===== src/rtl/puf_resp_readout.sv =====
// Captures an XOR-PUF response on each DONE rising edge and serves it to the
// SPI slave one byte per request, MSB byte first, with capture count and overrun flag.
module puf_resp_readout #(
  parameter int         WIDTH     = 128,
  parameter logic [7:0] READ_CODE = 8'd3
) (
  input  logic             CLK,
  input  logic             RESET,
  input  logic [7:0]       CODE,
  input  logic             DONE,
  input  logic [WIDTH-1:0] PUF_IN,
  input  logic             BYTE_REQ,
  input  logic             CLR,
  output logic [7:0]       BYTE_OUT,
  output logic             BYTE_VALID,
  output logic             READY,
  output logic             OVERRUN,
  output logic [15:0]      RESP_CNT
);

  localparam int NBYTES = WIDTH / 8;
  localparam int IDXW   = (NBYTES > 1) ? $clog2(NBYTES) : 1;
  localparam logic [IDXW-1:0] LAST_IDX = IDXW'(NBYTES - 1);

  typedef enum logic [1:0] {
    ST_EMPTY   = 2'd0,
    ST_LOADED  = 2'd1,
    ST_READING = 2'd2,
    ST_DRAINED = 2'd3
  } state_t;

  state_t           state_q, state_d;
  logic [WIDTH-1:0] resp_q, resp_d;
  logic [IDXW-1:0]  idx_q, idx_d;
  logic [7:0]       byte_q, byte_d;
  logic             valid_q, valid_d;
  logic             ready_q, ready_d;
  logic             ovr_q, ovr_d;
  logic [15:0]      cnt_q, cnt_d;
  logic             done_dq;
  logic             done_rise_s;
  logic             rd_en_s;
  logic [15:0]      cnt_base_s;

  // Byte b of the response, byte 0 being the most significant.
  function automatic logic [7:0] byte_sel(input logic [WIDTH-1:0] data,
                                          input logic [IDXW-1:0]  idx);
    logic [7:0] r;
    r = 8'h00;
    for (int b = 0; b < NBYTES; b++) begin
      if (idx == IDXW'(b)) r = data[WIDTH-1-8*b -: 8];
    end
    return r;
  endfunction

  assign done_rise_s = DONE & ~done_dq;
  assign rd_en_s     = (CODE == READ_CODE);
  assign cnt_base_s  = CLR ? 16'h0000 : cnt_q;

  // State register and all registered outputs.
  always_ff @(posedge CLK or posedge RESET) begin
    if (RESET) begin
      state_q <= ST_EMPTY;
      resp_q  <= '0;
      idx_q   <= '0;
      byte_q  <= 8'h00;
      valid_q <= 1'b0;
      ready_q <= 1'b0;
      ovr_q   <= 1'b0;
      cnt_q   <= 16'h0000;
      done_dq <= 1'b0;
    end else begin
      state_q <= state_d;
      resp_q  <= resp_d;
      idx_q   <= idx_d;
      byte_q  <= byte_d;
      valid_q <= valid_d;
      ready_q <= ready_d;
      ovr_q   <= ovr_d;
      cnt_q   <= cnt_d;
      done_dq <= DONE;
    end
  end

  // Next-state, capture and byte-serving logic.
  always_comb begin
    state_d = state_q;
    resp_d  = resp_q;
    idx_d   = idx_q;
    byte_d  = byte_q;
    valid_d = 1'b0;
    ovr_d   = CLR ? 1'b0 : ovr_q;
    cnt_d   = cnt_base_s;

    case (state_q)
      ST_EMPTY, ST_DRAINED: begin
        // Nothing held: requests are answered with a zero byte.
        if (BYTE_REQ && rd_en_s) begin
          valid_d = 1'b1;
          byte_d  = 8'h00;
        end else begin
          valid_d = 1'b0;
        end
        if (done_rise_s) begin
          resp_d  = PUF_IN;
          idx_d   = '0;
          cnt_d   = (cnt_base_s == 16'hFFFF) ? cnt_base_s : cnt_base_s + 16'd1;
          state_d = ST_LOADED;
        end else begin
          state_d = state_q;
        end
      end
      ST_LOADED: begin
        if (done_rise_s) ovr_d = 1'b1;
        else             ovr_d = ovr_d;
        if (BYTE_REQ && rd_en_s) begin
          valid_d = 1'b1;
          byte_d  = byte_sel(resp_q, '0);
          idx_d   = IDXW'(1);
          state_d = (NBYTES == 1) ? ST_DRAINED : ST_READING;
        end else begin
          state_d = ST_LOADED;
        end
      end
      ST_READING: begin
        if (done_rise_s) ovr_d = 1'b1;
        else             ovr_d = ovr_d;
        // Leaving the read command rewinds to byte 0 but keeps the data.
        if (!rd_en_s) begin
          idx_d   = '0;
          state_d = ST_LOADED;
        end else if (BYTE_REQ) begin
          valid_d = 1'b1;
          byte_d  = byte_sel(resp_q, idx_q);
          if (idx_q == LAST_IDX) begin
            idx_d   = '0;
            state_d = ST_DRAINED;
          end else begin
            idx_d   = idx_q + IDXW'(1);
            state_d = ST_READING;
          end
        end else begin
          state_d = ST_READING;
        end
      end
      default: begin
        state_d = ST_EMPTY;
        idx_d   = '0;
      end
    endcase

    ready_d = (state_d == ST_LOADED) || (state_d == ST_READING);
  end

  assign BYTE_OUT   = byte_q;
  assign BYTE_VALID = valid_q;
  assign READY      = ready_q;
  assign OVERRUN    = ovr_q;
  assign RESP_CNT   = cnt_q;

endmodule


===== config.mk =====
export PLATFORM = sky130hd
export DESIGN_NAME = puf_resp_readout
export DESIGN_NICKNAME = d
export VERILOG_FILES = /design/src/rtl/puf_resp_readout.sv
export SDC_FILE = /design/constraint.sdc
export NUM_CORES = 1
export LEC_CHECK = 0
export BUFFER_PORTS_ARGS = -buffer_cell sky130_fd_sc_hd__buf_4
export CAP_MARGIN = 20
export CORE_ASPECT_RATIO = 2
export CORE_MARGIN = 2
export CORE_UTILIZATION = 55
export CTS_BUF_LIST = sky130_fd_sc_hd__clkbuf_8 sky130_fd_sc_hd__clkbuf_16
export DETAILED_ROUTE_END_ITERATION = 16
export GPL_TIMING_DRIVEN = 0
export PLACE_DENSITY_LB_ADDON = 0.05
export RECOVER_POWER = 25
export SLEW_MARGIN = 20
export SYNTH_ARGS = -nofsm -noshare
export SYNTH_HDL_FRONTEND = slang
export SYNTH_SLANG_ARGS = --single-unit

===== constraint.sdc =====
create_clock -name CLK -period 14.9 [get_ports CLK]
set_clock_uncertainty 0.1 [all_clocks]
set_input_delay 4.47 -clock CLK [delete_from_list [all_inputs] [get_ports CLK]]
set_output_delay 4.47 -clock CLK [all_outputs]
set_load 0.01 [all_outputs]

==> flow_summary_export.csv, run 1 <==
group,metric,value,unit
run_status,status,"finished, violations left",
run_status,violations,"capacitance limit, slew limit",
hold_path,hold_class,"flip-flop to flip-flop",
yosys,synthesis.area,0.00810,mm²
cts,cts_setup_buffers,0,
yosys,synth-simple-area-share,0.291,
yosys,synthAdderAreaFrac,0.0108,
cts,clk_latency,440,ps
timing,fin_crit_sh,0.427,
power,power.density,160,mW/mm²
detailed_routing,route.detailed.drc,0,
place,dpl.cell_count,1335,
detailed_routing,drtIter0Drc,454,
floorplanning,die-height,176,µm
detailed_routing,via_per_inst,5.56,
cts,cts_resized,0,
timing,finalHoldViolations,0,
power,sw_frac_of_total,0.358,
yosys,avgSynthCellArea,8.31,µm²
critical_path,slowest_delay,410,ps
cts,ctsHoldBuffers,0,
critical_path,slowest_stage,"a2111o_1",
place,place_congestion,0.931,
yosys,synth-async-reset-ratio,1.00,
power,pwr-share-clk,0.273,
cts,cts-htree-levels,4,
yosys,yosysWarnings,0,
yosys,ys_ff_latch,162,
place,post-place-ws,8310,ps
timing,fin_crit,6360,ps
yosys,synthMuxAreaShare,0.0174,
global_routing,grt_overflow_total,0,
yosys,synth_compound_area_frac,0.128,
cts,clock_sinks,162,
global_routing,grt_max_degree,100,
finish,fillCellCount,1190,
timing,final-max-slew-violation-count,64,
yosys,synth_flop_cell,"dfrtp_1",
yosys,synth_edf_count,0,
yosys,syn_inst,975,
power,irDropWorstVdd,0.117,mV
floorplanning,core,0.0144,mm²
global_routing,grt_first_pass_wirelength,38900,µm
floorplanning,die-width,89.8,µm
detailed_routing,antenna_left,0,
timing,setup_ws,8540,ps
timing,tns,0,ps
power,p_int,1.05,mW
yosys,synthTopCellsByCount,"nand2_1 (428), dfrtp_1 (162), clkbuf_1 (42), a21oi_1 (32), o21ai_0 (31)",
floorplanning,initial_core_util,0.565,
place,place.detailed.hpwl,18700,µm
place,portBuffers,167,
cts,cts_tree,"yes",
power,power_frac_seq,0.470,
run,maxCapViolations,1,
timing,slew_headroom,-0.926,
yosys,synth-seq-area-share,0.500,
detailed_routing,dr_total_vias,7595,
global_routing,grt_pass1_vias,7788,
cts,cts_root_buf,"clkbuf_16",
global_routing,antenna_found_initial,0,
critical_path,start_kind,"primary input",
cts,clk_pin_slew_worst_paths,70,ps
timing,setup_viol,0,
power,p_leak,5.10,nW
global_routing,grt.total_usage,0.318,
floorplanning,io_pins,168,
floorplanning,row_count,62,
detailed_routing,wire_per_inst,17.7,µm
timing,rsz0062_at_grt,"false",
yosys,synthXorXnorAreaFrac,0.0130,
floorplanning,die-area,0.0158,mm²
detailed_routing,first_pass_iters,7,
yosys,synth_cell_types,60,
critical_path,crit_fanout,10,
critical_path,worstPathCellList,"buf_4 -> clkbuf_1 -> nor2b_1 -> ha_1 -> and2_1 -> and2_4 -> buf_6 -> a2111o_1 -> or3_1 -> a21oi_1",
yosys,yosys.area.top_type_share,0.500,
cts,cts_buffers,17,
power,switchingPower,0.583,mW
timing,clock.fmax,0.157,GHz
critical_path,crit_type,"primary input to flip-flop",
yosys,synth_top_area_cell,"dfrtp_1",
critical_path,worst_ep_required_time,15160,ps
critical_path,worstPathArrival,6620,ps
finish,antennaDiodeCount,0,
power,combPwrFrac,0.257,
detailed_routing,wl,24200,µm
timing,worst_slew_pin_slew,2870,ps
finish,area_growth,26.0,%
critical_path,endpoint_kind,"flip-flop",
yosys,synth_top_cells_by_area,"dfrtp_1 (50%), nand2_1 (20%), a21oi_1 (2.0%), clkbuf_1 (1.9%), o21ai_0 (1.9%)",
yosys,synth_top_family_by_area,"simple AND/OR/NAND/NOR gates",
cts,clk_path_buf_depth,2,
yosys,syn-num-nets,1123,
yosys,synth.most_common_cell,"nand2_1",
finish,layoutNonFillerInstCount,1367,
finish,nets,1310,
finish,drive_above_1_share,0.203,
## power by group through the flow
| stage | combinational [mW] | sequential [mW] | clock, mW |
|---|---|---|---|
| 2_1_floorplan | 0.274 | 0.720 | 0 |
| 3_3_place_gp | 0.398 | 0.766 | 0 |
| 3_5_place_dp | 0.417 | 0.769 | 0 |
| 4_1_cts | 0.420 | 0.764 | 0.448 |
| 5_1_grt | 0.479 | 0.785 | 0.467 |
| 6_report | 0.419 | 0.767 | 0.445 |
## layout by cell type, fill, tap and decap left out, drive strengths merged, types with 10 or more instances in the layout
master | synthesis | layout
nand2b | 21 | 21
o21ai | 32 | 32
a31oi | 12 | 12
nor2b | 14 | 14
o221ai | 12 | 12
xnor2 | 11 | 11
a221oi | 10 | 10
nor2 | 26 | 26
nand2 | 428 | 428
buf | 21 | 186
dfrtp | 162 | 162
clkbuf | 42 | 62
mux2i | 13 | 13
o31ai | 10 | 10
inv | 13 | 22
a21oi | 32 | 32
nand3 | 16 | 16
## final cells by class
cell class | instances | area (µm²) | area share
Tap cell | 192 | 240 | 0.0235
Inverter | 13 | 50.0 | 0.00490
Multi-Input combinational cell | 737 | 3730 | 0.365
Buffer | 63 | 267 | 0.0261
Sequential cell | 162 | 4050 | 0.397
Clock inverter | 15 | 166 | 0.0163
Clock buffer | 17 | 425 | 0.0417
Timing Repair Buffer | 168 | 1280 | 0.125
## metrics by stage
| step | utilization | hold WS (ps) | area (µm²) | power [mW] |
|---|---|---|---|---|
| after floorplan | - | 337 | 8100 | 0.994 |
| after global placement | 0.669 | 349 | 9600 | 1.16 |
| after detailed placement | 0.671 | 354 | 9630 | 1.19 |
| after CTS | 0.712 | 372 | 10200 | 1.63 |
| after global routing | 0.712 | 398 | 10200 | 1.73 |
| final | 0.712 | 373 | 10200 | 1.63 |
## worst max-delay path: cells and delay by family
family	cells	cell delay (ps)
AND/OR/NAND/NOR	4	780
buffers and inverters	3	570
AO/OA/AOI/OAI	2	570
adder cells (fa/ha/maj)	1	230
## flip-flops by register name, indices dropped and copies added, names as in the netlist
| signal | flops |
|---|---|
| resp_q | 128 |
| RESP_CNT | 16 |
| BYTE_OUT | 8 |
| idx_q | 4 |
| state_q | 2 |
| BYTE_VALID | 1 |
| OVERRUN | 1 |
| READY | 1 |
| done_dq | 1 |
## path summary, 6_finish.rpt
| kind | start | end | slack, ps | cells after the start |
|---|---|---|---|---|
| worst max-delay path | CLR | RESP_CNT[15]$_DFF_PP0_ | 8540 | 10 |
| worst min-delay path | resp_q[49]$_DFFE_PP0P_ | resp_q[49]$_DFFE_PP0P_ | 370 | 2 |
| worst max register to register | state_q[0]$_DFF_PP0_ | resp_q[34]$_DFFE_PP0P_ | 12180 | 8 |
| worst min register to register | resp_q[49]$_DFFE_PP0P_ | resp_q[49]$_DFFE_PP0P_ | 370 | 2 |
| max in group asynchronous | RESET | resp_q[19]$_DFFE_PP0P_ | 8600 | 3 |
| min in group asynchronous | RESET | resp_q[82]$_DFFE_PP0P_ | 4750 | 2 |
## layer usage
layer	wire length, µm	vias up	track usage
met5	0	-	0
met4	1510	0	0.198
met3	1210	106	0.0493
met2	12900	294	0.585
met1	8620	3572	0.337
li1	-	3623	-
## cells by family after synthesis
family | after synthesis
muxes | 14
and+or+nand+nor | 551
adders and majority gates | 7
xor gates and xnor gates | 12
buffers and inverters | 76
DFF | 162
AOI/OAI and AO/OA | 153
Note: power is estimated with default switching activity, not from simulation.
==> run 2: changes to the inputs <==
- CORE_UTILIZATION: 55 -> 50
- clock period: 14.9 -> 5.4 ns (I/O delays scaled with it)
==> run 2 against run 1 <==
  * The run still ends with capacitance limit, slew limit left
  * Critical path depth shrank 7
  * Cell count is 0.95% higher
  * Via count shrank 1.6%
  * Clock-buffer cell count is the same
  * Sequential share of layout area down 0.26 points
  * Routed wire length increased by 1.3%
  * Setup slack got worse by 6800 ps
  * Die area rose by 9.7%
  * Combinational power increased to 2.7 times the previous value
  * Non-clock buffer count grew 4
  * Critical path type is now primary input to async pin
  * Largest cell class unchanged
==> flow_summary_export.csv, run 2 (synthesis results as in run 1) <==
group,metric,value,unit
timing,rsz0062_at_grt,"false",
finish,top_register,"resp_q",
timing,setup_viol,0,
power,power.density,440,mW/mm²
run_status,violations,"capacitance limit, slew limit",
floorplanning,die-width,94.0,µm
floorplanning,row_count,65,
power,irDropWorstVdd,0.317,mV
floorplanning,die-height,184,µm
timing,tns,0,ps
global_routing,grt_max_degree,30,
critical_path,slowest_delay,1290,ps
detailed_routing,antenna_left,0,
timing,fin_crit_sh,0.670,
timing,fin_crit,3620,ps
finish,drive_above_1_share,0.204,
critical_path,crit_fanout,28,
floorplanning,core,0.0159,mm²
timing,finalHoldViolations,0,
finish,finish.utilization,0.648,
power,power_frac_seq,0.469,
finish,largest_reg_flops,128,
power,pwr-share-clk,0.277,
detailed_routing,first_pass_iters,7,
place,place.detailed.hpwl,19200,µm
critical_path,worstPathArrival,3750,ps
detailed_routing,drtIter0Drc,434,
finish,antennaDiodeCount,0,
cts,clk_pin_slew_worst_paths,60,ps
place,place_congestion,0.889,
global_routing,globalRouteMet1Util,0.330,
critical_path,endpoint_kind,"async pin",
power,p_int,2.97,mW
global_routing,top_usage_layer,"met2",
cts,cts_setup_buffers,0,
global_routing,gr-usage-met3,0.0373,
finish,final_cell_mix,"nand2_1 (428), buf_4 (166), dfrtp_1 (162), clkbuf_1 (46), a21oi_1 (32)",
floorplanning,initial_core_util,0.511,
critical_path,slowest_stage,"clkbuf_1",
floorplanning,die-area,0.0173,mm²
power,combPwrFrac,0.254,
global_routing,grt.total_usage,0.294,
timing,clock.fmax,0.276,GHz
floorplanning,io_pins,168,
hold_path,hold_class,"flip-flop to flip-flop",
critical_path,critPathBufInv,3,
place,portBuffers,167,
finish,area_growth,26.9,%
timing,holdWs,369,ps
cts,cts_buffers,17,
detailed_routing,wl,24600,µm
cts,clk_path_buf_depth,2,
global_routing,antenna_found_initial,0,
critical_path,start_kind,"primary input",
cts,cts_tree,"yes",
cts,ctsHoldBuffers,0,
global_routing,use_met2,0.536,
critical_path,worst_ep_required_time,5530,ps
critical_path,worstPathCellList,"clkbuf_4 -> clkinvlp_2 -> clkbuf_1",
global_routing,grt_pass1_vias,7568,
power,switchingPower,1.56,mW
detailed_routing,route.detailed.drc,0,
detailed_routing,dr_total_vias,7471,
cts,clk_latency,430,ps
cts,cts_resized,0,
detailed_routing,via_per_inst,5.41,
cts,cts_root_buf,"clkbuf_16",
timing,worst_slew_pin_slew,1690,ps
global_routing,grt_overflow_total,0,
cts,cts-htree-levels,4,
critical_path,path_delay_family,"buffers and inverters",
power,p_leak,5.13,nW
finish,layout_commonest_cell,"nand2_1",
detailed_routing,wire_per_inst,17.8,µm
cts,clock_sinks,162,
run,maxCapViolations,2,
global_routing,grt_first_pass_wirelength,38700,µm
run_status,status,"finished, violations left",
finish,nets,1314,
power,sw_frac_of_total,0.345,
critical_path,crit_type,"primary input to async pin",
timing,slew_headroom,-0.129,
timing,final-max-slew-violation-count,56,
==> run 2: power by group through the flow <==
stage / Combinational [mW] / Clock [mW] / Sequential (mW)
floorplan: 0.757 / 0 / 1.99
global placement: 1.11 / 0 / 2.12
detailed placement: 1.16 / 0 / 2.13
CTS: 1.16 / 1.27 / 2.11
global route: 1.31 / 1.32 / 2.17
finish: 1.15 / 1.25 / 2.12
==> run 2: tightest hold or removal path, stage by stage, from the launching register on <==
cell and delay, ps:
dfrtp_1 340, nand2_1 50, nand2_1 50
==> run 2: cell type report <==
type	instances	area, µm²
fill	1456	5580
sequential	162	4050
multi-input combinational	737	3730
timing repair buffer	172	1320
clock buffer	17	425
buffer	63	267
tap	201	251
clock inverter	15	181
inverter	13	50.0
==> run 2: worst paths after layout <==
kind	startpoint	to	slack (ps)	cells past startpoint
hold / removal	resp_q[22]$_DFFE_PP0P_	resp_q[22]$_DFFE_PP0P_	370	2
hold reg to reg	resp_q[22]$_DFFE_PP0P_	resp_q[22]$_DFFE_PP0P_	370	2
min in group asynchronous	RESET	resp_q[108]$_DFFE_PP0P_	1340	2
max in group CLK	CLR	RESP_CNT[13]$_DFF_PP0_	1850	10
setup / recovery	RESET	resp_q[21]$_DFFE_PP0P_	1780	3
setup reg to reg	idx_q[0]$_DFFE_PP0P_	BYTE_OUT[3]$_DFFE_PP0P_	2580	8
==> run 2: per-stage QoR <==
| step | total power, mW | std cells | cell area [µm²] | setup WS, ps |
|---|---|---|---|---|
| after floorplan | 2.74 | 975 | 8110 | 1620 |
| after global placement | 3.23 | 1343 | 9610 | 608 |
| after detailed placement | 3.28 | 1348 | 9710 | 1660 |
| after CTS | 4.55 | 1380 | 10300 | 2090 |
| after global routing | 4.80 | 1380 | 10300 | 1370 |
| final | 4.53 | 1380 | 10300 | 1780 |
==> run 2: routing by layer <==
| metal | wire (µm) | vias up |
|---|---|---|
| met5 | 0 | - |
| met1 | 9100 | 3549 |
| met4 | 1100 | 0 |
| met2 | 13500 | 237 |
| met3 | 909 | 58 |
| li1 | - | 3627 |
==> run 3: changes to the inputs <==
- CORE_UTILIZATION: 50 -> 55
- clock period: 5.4 -> 3.5 ns (I/O delays scaled with it)
==> run 3 against run 2 <==
  * The flow now finishes without violations
  * Worst hold slack improved by 5.5 ps
  * Register-to-register slack got worse by 1900 ps
  * Highest routed layer unchanged
  * Via count increased by 1.2%
  * Cell count decreased by 0.72%
  * Critical endpoint is now BYTE_OUT[1]$_DFFE_PP0P_
  * Non-clock buffer count unchanged
  * Critical path depth increased by 5
  * Clock power increased by 42%
  * Largest cell class unchanged
  * Utilization increased by 6.7 points
  * Clock-buffer cell count increased by 2
  * Routed wire length decreased by 1.1%
  * Power increased by 51%
  * Sequential cell count unchanged
==> flow_summary_export.csv, run 3 (synthesis results as in run 1) <==
group,metric,value,unit
timing,finalHoldViolations,0,
place,portBuffers,167,
finish,drive_above_1_share,0.206,
global_routing,grt_max_degree,35,
detailed_routing,first_pass_iters,6,
finish,top_register,"resp_q",
cts,cts_buffers,17,
critical_path,start_kind,"flip-flop",
global_routing,top_usage_layer,"met2",
finish,fillCellCount,1190,
global_routing,use_met2,0.564,
finish,seqCellArea,0.00405,mm²
timing,worst_slew_pin_slew,1170,ps
floorplanning,core,0.0144,mm²
floorplanning,initial_core_util,0.565,
global_routing,globalRouteMet1Util,0.339,
place,post-place-ws,337,ps
finish,antennaDiodeCount,0,
global_routing,grt.total_usage,0.315,
global_routing,grt_overflow_total,0,
finish,final_cell_mix,"nand2_1 (428), buf_4 (166), dfrtp_1 (162), clkbuf_1 (43), a21oi_1 (32)",
finish,nets,1314,
cts,clock_sinks,162,
critical_path,crit_type,"flip-flop to flip-flop",
run,maxCapViolations,0,
place,place.detailed.hpwl,18600,µm
detailed_routing,drtIter0Drc,458,
timing,clock.fmax,0.353,GHz
cts,cts_resized,0,
detailed_routing,dr_total_vias,7561,
place,place_congestion,0.946,
finish,finish.utilization,0.715,
cts,clk_latency,430,ps
power,power.density,665,mW/mm²
detailed_routing,wl,24300,µm
detailed_routing,wire_per_inst,17.7,µm
power,irDropWorstVdd,0.413,mV
floorplanning,die-height,176,µm
timing,fin_crit,2830,ps
floorplanning,io_pins,168,
hold_path,hold_class,"flip-flop to flip-flop",
cts,clk_pin_slew_worst_paths,70,ps
detailed_routing,via_per_inst,5.52,
finish,layout_commonest_cell,"nand2_1",
cts,cts-htree-levels,4,
global_routing,gr-usage-met3,0.0519,
cts,cts_tree,"yes",
power,p_leak,5.13,nW
power,sw_frac_of_total,0.347,
run_status,status,"completed",
timing,final-max-slew-violation-count,0,
finish,largest_reg_flops,128,
power,finalPower,6.83,mW
floorplanning,die-area,0.0158,mm²
timing,slew_headroom,0.218,
power,power_frac_seq,0.479,
detailed_routing,route.detailed.drc,0,
detailed_routing,antenna_left,0,
timing,rsz0062_at_grt,"false",
cts,cts_root_buf,"clkbuf_16",
critical_path,crit_fanout,10,
critical_path,endpoint_kind,"flip-flop",
timing,setup_ws,666,ps
cts,ctsHoldBuffers,0,
global_routing,antenna_found_initial,0,
global_routing,grt_first_pass_wirelength,38800,µm
timing,setup_viol,0,
finish,area_growth,26.7,%
power,p_int,4.46,mW
power,pwr-share-clk,0.261,
finish,multi_input_area,0.00373,mm²
power,switchingPower,2.37,mW
global_routing,grt_pass1_vias,7731,
power,combPwrFrac,0.260,
cts,clk_path_buf_depth,2,
critical_path,worst_ep_required_time,3710,ps
floorplanning,row_count,62,
floorplanning,die-width,89.8,µm
timing,fin_crit_sh,0.810,
cts,cts_setup_buffers,0,
critical_path,worstPathArrival,3040,ps
[run 3: worst paths after layout]
kind / from / endpoint / slack (ps) / cells past startpoint
setup reg to reg: idx_q[0]$_DFFE_PP0P_ / BYTE_OUT[1]$_DFFE_PP0P_ / 670 / 8
max in group asynchronous: RESET / resp_q[31]$_DFFE_PP0P_ / 1620 / 4
hold / removal: resp_q[7]$_DFFE_PP0P_ / resp_q[7]$_DFFE_PP0P_ / 370 / 2
min in group asynchronous: RESET / resp_q[102]$_DFFE_PP0P_ / 760 / 2
setup / recovery: idx_q[0]$_DFFE_PP0P_ / BYTE_OUT[1]$_DFFE_PP0P_ / 670 / 8
hold reg to reg: resp_q[7]$_DFFE_PP0P_ / resp_q[7]$_DFFE_PP0P_ / 370 / 2
[run 3: routing by layer]
layer  routed length (µm)  vias to the layer above
met5                    0                        -
met4                 1620                        0
met3                 1050                       94
met2                12800                      307
met1                 8810                     3531
li1                     -                     3629
[run 3: per-stage QoR]
stage / cell area [µm²] / instances / setup TNS [ps] / hold slack (ps)
CTS: 10300 / 1370 / 0 / 373
floorplan: 8110 / 975 / 0 / 337
global placement: 9600 / 1334 / -104610 / 350
detailed placement: 9710 / 1339 / 0 / 354
finish: 10300 / 1370 / 0 / 375
global route: 10300 / 1370 / 0 / 396
[run 3: worst max-delay path, cell delays in order, from the launching register on]
cell	delay, ps
dfrtp_1	470
inv_1	120
ha_1	260
clkbuf_1	420
nand2_1	100
o21ai_0	400
a31oi_1	200
o221a_2	320
o31ai_1	320
[run 3: cell type report]
type,count,area share
plain buffers,63,0.0261
clock buffers,19,0.0441
clock inverters,12,0.0108
inverters,13,0.00488
multi-input cells,737,0.364
flip-flops and latches,162,0.395
well taps,192,0.0234
repair buffers,172,0.132
[run 3: power groups by stage]
stage	Clock [mW]	Combinational [mW]	Sequential (mW)
3_3_place_gp	0	1.69	3.26
6_report	1.78	1.78	3.27
5_1_grt	1.88	2.01	3.34
4_1_cts	1.79	1.79	3.25
2_1_floorplan	0	1.17	3.07
3_5_place_dp	0	1.77	3.27
